File: src/rtl/onchip_mem_bist_master.sv
// onchip_mem_bist_master: Avalon-MM RAM self-test master that writes a pattern, reads it back and counts mismatches.
// Define MEM_BIST_LFSR_EN to take data from a 32-bit Galois LFSR instead of the address-XOR pattern.
module onchip_mem_bist_master #(
  parameter int ADDR_W       = 13,
  parameter int DATA_W       = 32,
  parameter int DEPTH        = 5000,
  parameter int READ_LATENCY = 1,
  parameter int ERR_W        = 16
) (
  input  logic                clk,
  input  logic                reset_n,
  input  logic                start,
  input  logic [DATA_W-1:0]   seed,
  output logic                busy,
  output logic                done,
  output logic                pass,
  output logic [ERR_W-1:0]    err_count,
  output logic [ADDR_W-1:0]   first_err_addr,
  output logic [ADDR_W-1:0]   avm_address,
  output logic [DATA_W/8-1:0] avm_byteenable,
  output logic                avm_chipselect,
  output logic                avm_write,
  output logic                avm_read,
  output logic [DATA_W-1:0]   avm_writedata,
  input  logic [DATA_W-1:0]   avm_readdata,
  input  logic                avm_waitrequest
);
  typedef enum logic [2:0] {IDLE, WRITE, READ, DRAIN, DONE} state_t;
  state_t             state_q;
  logic [ADDR_W-1:0]  addr_q, first_q;
  logic [DATA_W-1:0]  seed_q, seed_d, pat_d;
  logic [ERR_W-1:0]   err_q;
  logic               wr_q, rd_q, busy_q, done_q, pass_q;
  logic               acc_d, last_d, mis_d;
  // Read-return pipe: valid flag, address and expected data per outstanding read
  logic [READ_LATENCY-1:0] vld_q;
  logic [ADDR_W-1:0]       pa_q [READ_LATENCY];
  logic [DATA_W-1:0]       pd_q [READ_LATENCY];

`ifdef MEM_BIST_LFSR_EN
  logic [DATA_W-1:0] lfsr_q, lfsr_d;
  assign lfsr_d = (lfsr_q >> 1) ^ (lfsr_q[0] ? DATA_W'(32'h80200003) : '0);
  assign pat_d  = lfsr_q;
  assign seed_d = (seed == '0) ? DATA_W'(1) : seed;
`else
  assign pat_d  = seed_q ^ DATA_W'(addr_q) ^ (DATA_W'(addr_q) << 16);
  assign seed_d = seed;
`endif

  assign acc_d  = (wr_q | rd_q) & ~avm_waitrequest;
  assign last_d = addr_q == ADDR_W'(DEPTH - 1);
  assign mis_d  = vld_q[READ_LATENCY-1] && (avm_readdata != pd_q[READ_LATENCY-1]);

  always_ff @(posedge clk or negedge reset_n) begin
    if (!reset_n) begin
      state_q <= IDLE;
      addr_q  <= '0;
      first_q <= '0;
      seed_q  <= '0;
      err_q   <= '0;
      wr_q    <= 1'b0;
      rd_q    <= 1'b0;
      busy_q  <= 1'b0;
      done_q  <= 1'b0;
      pass_q  <= 1'b0;
      vld_q   <= '0;
      for (int i = 0; i < READ_LATENCY; i++) begin
        pa_q[i] <= '0;
        pd_q[i] <= '0;
      end
`ifdef MEM_BIST_LFSR_EN
      lfsr_q  <= '0;
`endif
    end else begin
      vld_q[0] <= rd_q & ~avm_waitrequest;
      pa_q[0]  <= addr_q;
      pd_q[0]  <= pat_d;
      for (int i = 1; i < READ_LATENCY; i++) begin
        vld_q[i] <= vld_q[i-1];
        pa_q[i]  <= pa_q[i-1];
        pd_q[i]  <= pd_q[i-1];
      end
      if (mis_d) begin
        if (err_q != '1) err_q <= err_q + 1'b1;
        if (err_q == '0) first_q <= pa_q[READ_LATENCY-1];
      end
      case (state_q)
        IDLE, DONE: if (start) begin
          seed_q  <= seed_d;
          err_q   <= '0;
          first_q <= '0;
          done_q  <= 1'b0;
          pass_q  <= 1'b0;
          busy_q  <= 1'b1;
          addr_q  <= '0;
          wr_q    <= 1'b1;
          state_q <= WRITE;
`ifdef MEM_BIST_LFSR_EN
          lfsr_q  <= seed_d;
`endif
        end
        WRITE: if (acc_d) begin
          if (last_d) begin
            addr_q  <= '0;
            wr_q    <= 1'b0;
            rd_q    <= 1'b1;
            state_q <= READ;
`ifdef MEM_BIST_LFSR_EN
            lfsr_q  <= seed_q;
`endif
          end else begin
            addr_q  <= addr_q + 1'b1;
`ifdef MEM_BIST_LFSR_EN
            lfsr_q  <= lfsr_d;
`endif
          end
        end
        READ: if (acc_d) begin
`ifdef MEM_BIST_LFSR_EN
          lfsr_q <= lfsr_d;
`endif
          if (last_d) begin
            addr_q  <= '0;
            rd_q    <= 1'b0;
            state_q <= DRAIN;
          end else addr_q <= addr_q + 1'b1;
        end
        // Pipe empty means the last return has already been compared
        DRAIN: if (vld_q == '0) begin
          state_q <= DONE;
          busy_q  <= 1'b0;
          done_q  <= 1'b1;
          pass_q  <= err_q == '0;
        end
        default: state_q <= IDLE;
      endcase
    end
  end

  assign busy           = busy_q;
  assign done           = done_q;
  assign pass           = pass_q;
  assign err_count      = err_q;
  assign first_err_addr = first_q;
  assign avm_address    = addr_q;
  assign avm_write      = wr_q;
  assign avm_read       = rd_q;
  assign avm_chipselect = wr_q | rd_q;
  assign avm_byteenable = {(DATA_W/8){wr_q | rd_q}};
  assign avm_writedata  = wr_q ? pat_d : '0;
endmodule

File: config.mk
export PLATFORM = sky130hd
export DESIGN_NAME = onchip_mem_bist_master
export DESIGN_NICKNAME = d
export VERILOG_FILES = /design/src/rtl/onchip_mem_bist_master.sv
export SDC_FILE = /design/constraint.sdc
export NUM_CORES = 1
export LEC_CHECK = 0
export ABC_AREA = 1
export CAP_MARGIN = 20
export CORE_ASPECT_RATIO = 0.6
export CORE_UTILIZATION = 54
export DETAILED_ROUTE_END_ITERATION = 12
export GPL_TIMING_DRIVEN = 0
export PLACE_DENSITY_LB_ADDON = 0.2
export SLEW_MARGIN = 20
export SYNTH_ARGS = -nofsm -noshare
export SYNTH_HDL_FRONTEND = slang
export SYNTH_SLANG_ARGS = --single-unit
File: constraint.sdc
create_clock -name clk -period 2.87 [get_ports clk]
set_input_delay 0.574 -clock clk [delete_from_list [all_inputs] [get_ports clk]]
set_output_delay 0.574 -clock clk [all_outputs]
set_load 0.02 [all_outputs]
# [After elaboration in Yosys (flattened, before gate mapping)]
# Index checks and enable logic that the tools add are counted.
[totals] reg_bits=128 word_cells=84 input_bits=68 output_inout_bits=84
[classes] addsub=2 n_bitwise=6 n_eq_ne=14 muxes=34 reduce_logical=15
[ops] operator="$mux W13" n=7
[ops] operator="$mux W16" n=4
[ops] operator="$mux W32" n=1
[ops] operator="$ne A32 B32 Y1" n=1
[ops] operator="$xor A32 B13 Y32" n=1
[ops] operator="$xor A32 B29 Y32" n=1
[ops] operator="$pmux W13 S2" n=1
[ops] operator="$mux W3" n=6
[ops] operator="$add A16 B1 Y16 const B" n=1
[ops] operator="$logic_not A16 Y1" n=1
[ops] operator="$ne A16 B16 Y1 const B" n=1
[ops] operator="$add A13 B1 Y13 const B" n=1
[ops] operator="$eq A13 B13 Y1 const B" n=1
[ops] operator="$ne A2 B2 Y1 const B" n=6
[ops] operator="$pmux W3 S4" n=1
[ops] operator="$pmux W1 S2" n=5
[ops] operator="$mux W1" n=9
[ops] operator="$reduce_bool A2 Y1" n=4
[ops] operator="$eq A3 B2 Y1 const B" n=2
[ops] operator="$reduce_and A3 Y1" n=2
[ops] operator="$reduce_and A6 Y1" n=1
[ops] operator="$reduce_and A5 Y1" n=1
[ops] operator="$reduce_and A4 Y1" n=1
[ops] operator="$reduce_or A2 Y1" n=2
[ops] operator="other kinds (9)" n=10

# [Depth between registers and ports, before layout]
# Gate-level depths: netlist of run 1.
[depth] ltp_word=5 ltp_mapped=13 depth_no_buf=12

# [Worst setup path after synthesis of run 1]
# Ideal clock, no wire load.
[synth_path] kind="register -> output" startpoint="register wr_q, in the netlist avm_write" endpoint="output avm_byteenable[0]" path_stages_with_launch=6 path_buffers=3 t_required_ns=2.296 arrival_time_ns=1.466 path_slack_ns=0.830 cell_sequence="dfrtp_1 -> buf_4 -> inv_4 -> clkbuf_1 -> nand2_1 -> buf_4"
[synth_via] elab_chain_cells=1
[synth_rtl] element="start: declaration" line_no="33" text="logic wr_q, rd_q, busy_q, done_q, pass_q;"
[synth_rtl] element="start signal: assignment" line_no="61" text="wr_q <= 1'b0;"
[synth_rtl] element="start signal: assignment" line_no="96" text="wr_q <= 1'b1;"
[synth_rtl] element="start signal: assignment" line_no="105" text="wr_q <= 1'b0;"
[synth_rtl] element="$or A1 B1 Y1"
[synth_rtl] element="end: declaration" line_no="20" text="output logic [DATA_W/8-1:0] avm_byteenable,"
# Every way passes these cells.

# [Worst setup path in the final report of run 1]
[layout_path] startpoint="register addr_q[7], in the netlist avm_address[7]" endpoint="output avm_writedata[7]"
[layout_via] elab_chain_cells=3
[layout_rtl] element="start: declaration" line_no="30" text="logic [ADDR_W-1:0] addr_q, first_q;"
[layout_rtl] element="start signal: assignment" line_no="112" text="addr_q <= addr_q + 1'b1;"
[layout_rtl] element="start signal: assignment" line_no="126" text="end else addr_q <= addr_q + 1'b1;"
[layout_rtl] element="$xor A32 B13 Y32" line_no="46" text="assign pat_d = seed_q ^ DATA_W'(addr_q) ^ (DATA_W'(addr_q) << 16);"
[layout_rtl] element="$xor A32 B29 Y32" line_no="46"
[layout_rtl] element="$mux W32" line_no="150" text="assign avm_writedata = wr_q ? pat_d : '0;"
[layout_rtl] element="end: declaration" line_no="24" text="output logic [DATA_W-1:0] avm_writedata,"
# Every way passes these cells.

==> out/results.tsv, run 1 <==
stage	metric	value	unit
run_status	outcome	finished, final reports clean	
place	place_hpwl	11900	um
yosys	synth_cell_type_count	34	
floorplan	rows	30	
place	finalWeightedCongestion	0.895	
timing	rsz0062_at_grt	no	
drt	finalWirelength	16900	um
yosys	synth-simple-area-share	30.9	%
yosys	ys_async_sr_fraction	100	%
clocking	cts_tree	built	
clocking	htreeDepth	4	
yosys	synth_area_leader_cell	dfrtp_1	
global_routing	grt_start_max_net_pins	69	
layout	final-instance-count-excl-fill	1138	
floorplan	io-pin-count	152	
clocking	cts-buffers-inserted	17	
timing	finalMaxSlewViolations	0	
drt	drc	0	
floorplan	initial_core_util	55.6	%
drt	drt-wirelength-per-cell	14.8	um
global_routing	grt.total_usage	29.5	%
timing	finClkSkew	0.00965	ns
min_path	holdCritPathClass	primary input to async pin	
yosys	yosys_most_used_dff	dfrtp_1	
floorplan	fp.dieW	141	um
yosys	synth_top_family_by_area	simple AND/OR/NAND/NOR gates	
timing	min_period	2.85	ns
global_routing	grt_pass1_vias	5347	
yosys	synthCells	794	
critical_path	startpoint_type	flop	
timing	worstMarginPinSlew	0.663	ns
layout	drive_gt1_share	10.4	%
flow_run	maxCapViolations	0	
yosys	synth-edff-count	0	
timing	finalHoldViolations	0	
floorplan	coreArea	0.0113	sq mm
global_routing	grt_pass1_wl	27000	um
yosys	syn_nets	865	
critical_path	r2r_slack	0.98	ns
clocking	numClockSinks	128	
drt	antenna_left	0	
yosys	syn_area	0.00628	sq mm
global_routing	antenna_found_initial	0	
critical_path	worst-path-max-fanout	6	
clocking	cts.path.max_buffers	2	
critical_path	worstPathArrival	2.28	ns
yosys	synth_compound_area_share	5.02	%
drt	firstDrtPassIters	5	
timing	finalSetupViolations	0	
critical_path	end_kind	output port	
critical_path	crit_required	2.30	ns
yosys	synth_seq_cells	128	
yosys	synthXorXnorAreaFrac	5.02	%
yosys	synth_fa_ha_area_share	0.598	%
floorplan	die-area	0.0121	sq mm
yosys	synthMuxAreaShare	0	%
clocking	cts_root_buf	clkbuf_16	
timing	whs	0.115	ns
yosys	synth_top_area_share	51.0	%
yosys	synth.area.top_cells	dfrtp_1, nand2_1, nor2_1	
critical_path	critPathKind	flop to output port	
clocking	clk_pin_slew	0.06	ns
drt	first_iter_violations	447	
timing	relSlewSlack	55.8	%
pwr	ir_worst_vdd	658	uV
timing	fmax	351	MHz
drt	num_vias	5736	
global_routing	grt-ovfl-total	0	
layout	antennaDiodeCount	0	
pwr	p_leak	4.36	nW
clocking	hold_buffers	0	
place	placed_cells	1106	
yosys	synth_common_cells	nand2_1, dfrtp_1, nor2_1	
timing	final.period_utilization	99.4	%
layout	area_delta_synth_final	36.3	%
clocking	clk_latency	0.41	ns
yosys	yosys_warnings	0	
yosys	seq_area_frac_synth	51.0	%
pwr	p_per_area	828	mW/mm^2
place	numPortBuffers	151	
floorplan	die_h	85.5	um
yosys	avgSynthCellArea	7.91	sq um
drt	via_per_inst	5.04	
layout	nets	1036	
yosys	yosysMostFrequentCell	nand2_1	
metrics by stage:
stage | util, % | area (sq um) | worst slack (ns) | setup TNS, ns | total power [mW]
6_report | 75.8 | 8560 | 0.0174 | 0 | 7.09
5_1_grt | 75.8 | 8560 | 0.00155 | 0 | 7.50
4_1_cts | 75.7 | 8560 | 0.0109 | 0 | 7.11
3_5_place_dp | 71.0 | 8020 | 0.188 | 0 | 5.10
3_3_place_gp | 70.7 | 7990 | -3.82 | -487.54 | 5.02
2_1_floorplan | - | 6280 | 0.830 | 0 | 4.06
registers in the layout (all words and copies together), names as in the netlist:
register	cells
pd_q	32
seed_q	32
err_count	16
avm_address	13
first_err_addr	13
pa_q	13
state_q	3
avm_read	1
avm_write	1
busy	1
done	1
pass	1
vld_q	1
critical path, stage by stage, from the launching register on:
cell and delay (ns):
dfrtp_1 0.47, inv_1 0.17, or2_2 0.32, a21oi_1 0.25, clkdlybuf4s50_1 0.66
report_power, final:
group / switching, mW / internal, mW
clock: 0.777 / 1.18
combinational: 1.45 / 1.07
sequential: 0.310 / 2.30
layout by cell type (no fill, tap or decap), types with 2 or more instances in the layout:
cell type,n
a21oi_1,32
buf_2,2
buf_4,7
buf_6,3
clkbuf_1,11
clkbuf_16,17
clkdlybuf4s50_1,150
clkinv_2,6
clkinv_4,2
clkinvlp_4,2
dfrtp_1,128
ha_1,3
inv_1,74
inv_2,11
inv_4,2
nand2_1,297
nand2_2,7
nand3_1,17
nand3_2,2
nand4_1,5
nor2_1,79
nor2_4,2
nor3_1,12
nor3_2,4
o211ai_1,2
o21ai_0,14
o21ai_1,11
or2_2,26
xnor2_1,23
xor2_1,13
final timing paths:
kind                            cells after the start      startpoint           endpoint
worst max-delay path                                4  avm_address[7]   avm_writedata[7]
worst min-delay path                                1         reset_n          seed_q[2]
worst max register to register                      9    err_count[0]  first_err_addr[6]
worst min register to register                      0      seed_q[29]           pd_q[29]
max in group asynchronous                           2         reset_n    avm_address[10]
min in group clk                                    0      seed_q[29]           pd_q[29]
routing by layer:
layer / global-route usage, % / part of all wire [%]
met2: 44.9 / 44
met3: 6.09 / 7.9
met5: 0 / 0
met4: 10.2 / 1.6
met1: 42.4 / 46
cell families after synthesis:
logic type                 Yosys count
xor gates and xnor gates            36
adders and majority gates            3
and+or+nand+nor                    457
AOI/OAI and AO/OA                   61
buffers and inverters              109
DFF                                128
area by class of cell:
| cell class | instances | area (sq um) |
|---|---|---|
| Buffer | 21 | 135 |
| Clock buffer | 21 | 440 |
| Clock inverter | 11 | 92.6 |
| Fill cell | 827 | 2740 |
| Inverter | 88 | 335 |
| Multi-Input combinational cell | 557 | 2610 |
| Sequential cell | 128 | 3200 |
| Tap cell | 160 | 200 |
| Timing Repair Buffer | 152 | 1540 |
what timing repair did:
action,4_1_cts,5_1_grt
endpoints found under the hold margin,0,0
gates resized for setup,2,2
setup buffers,0,0
setup endpoints to repair,11,4
(Power assumes the default switching activity.)
==> inputs of run 2 (changes only) <==
Settings changed: CTS_CLUSTER_DIAMETER set to 100.
==> results of run 2 <==
The final DEF is identical to that of run 1; final timing and power are the same.
==> inputs of run 3 (changes only) <==
Settings changed: CAP_MARGIN 20 to unset.
==> results of run 3 <==
The final DEF is identical to that of run 1; final timing and power are the same.
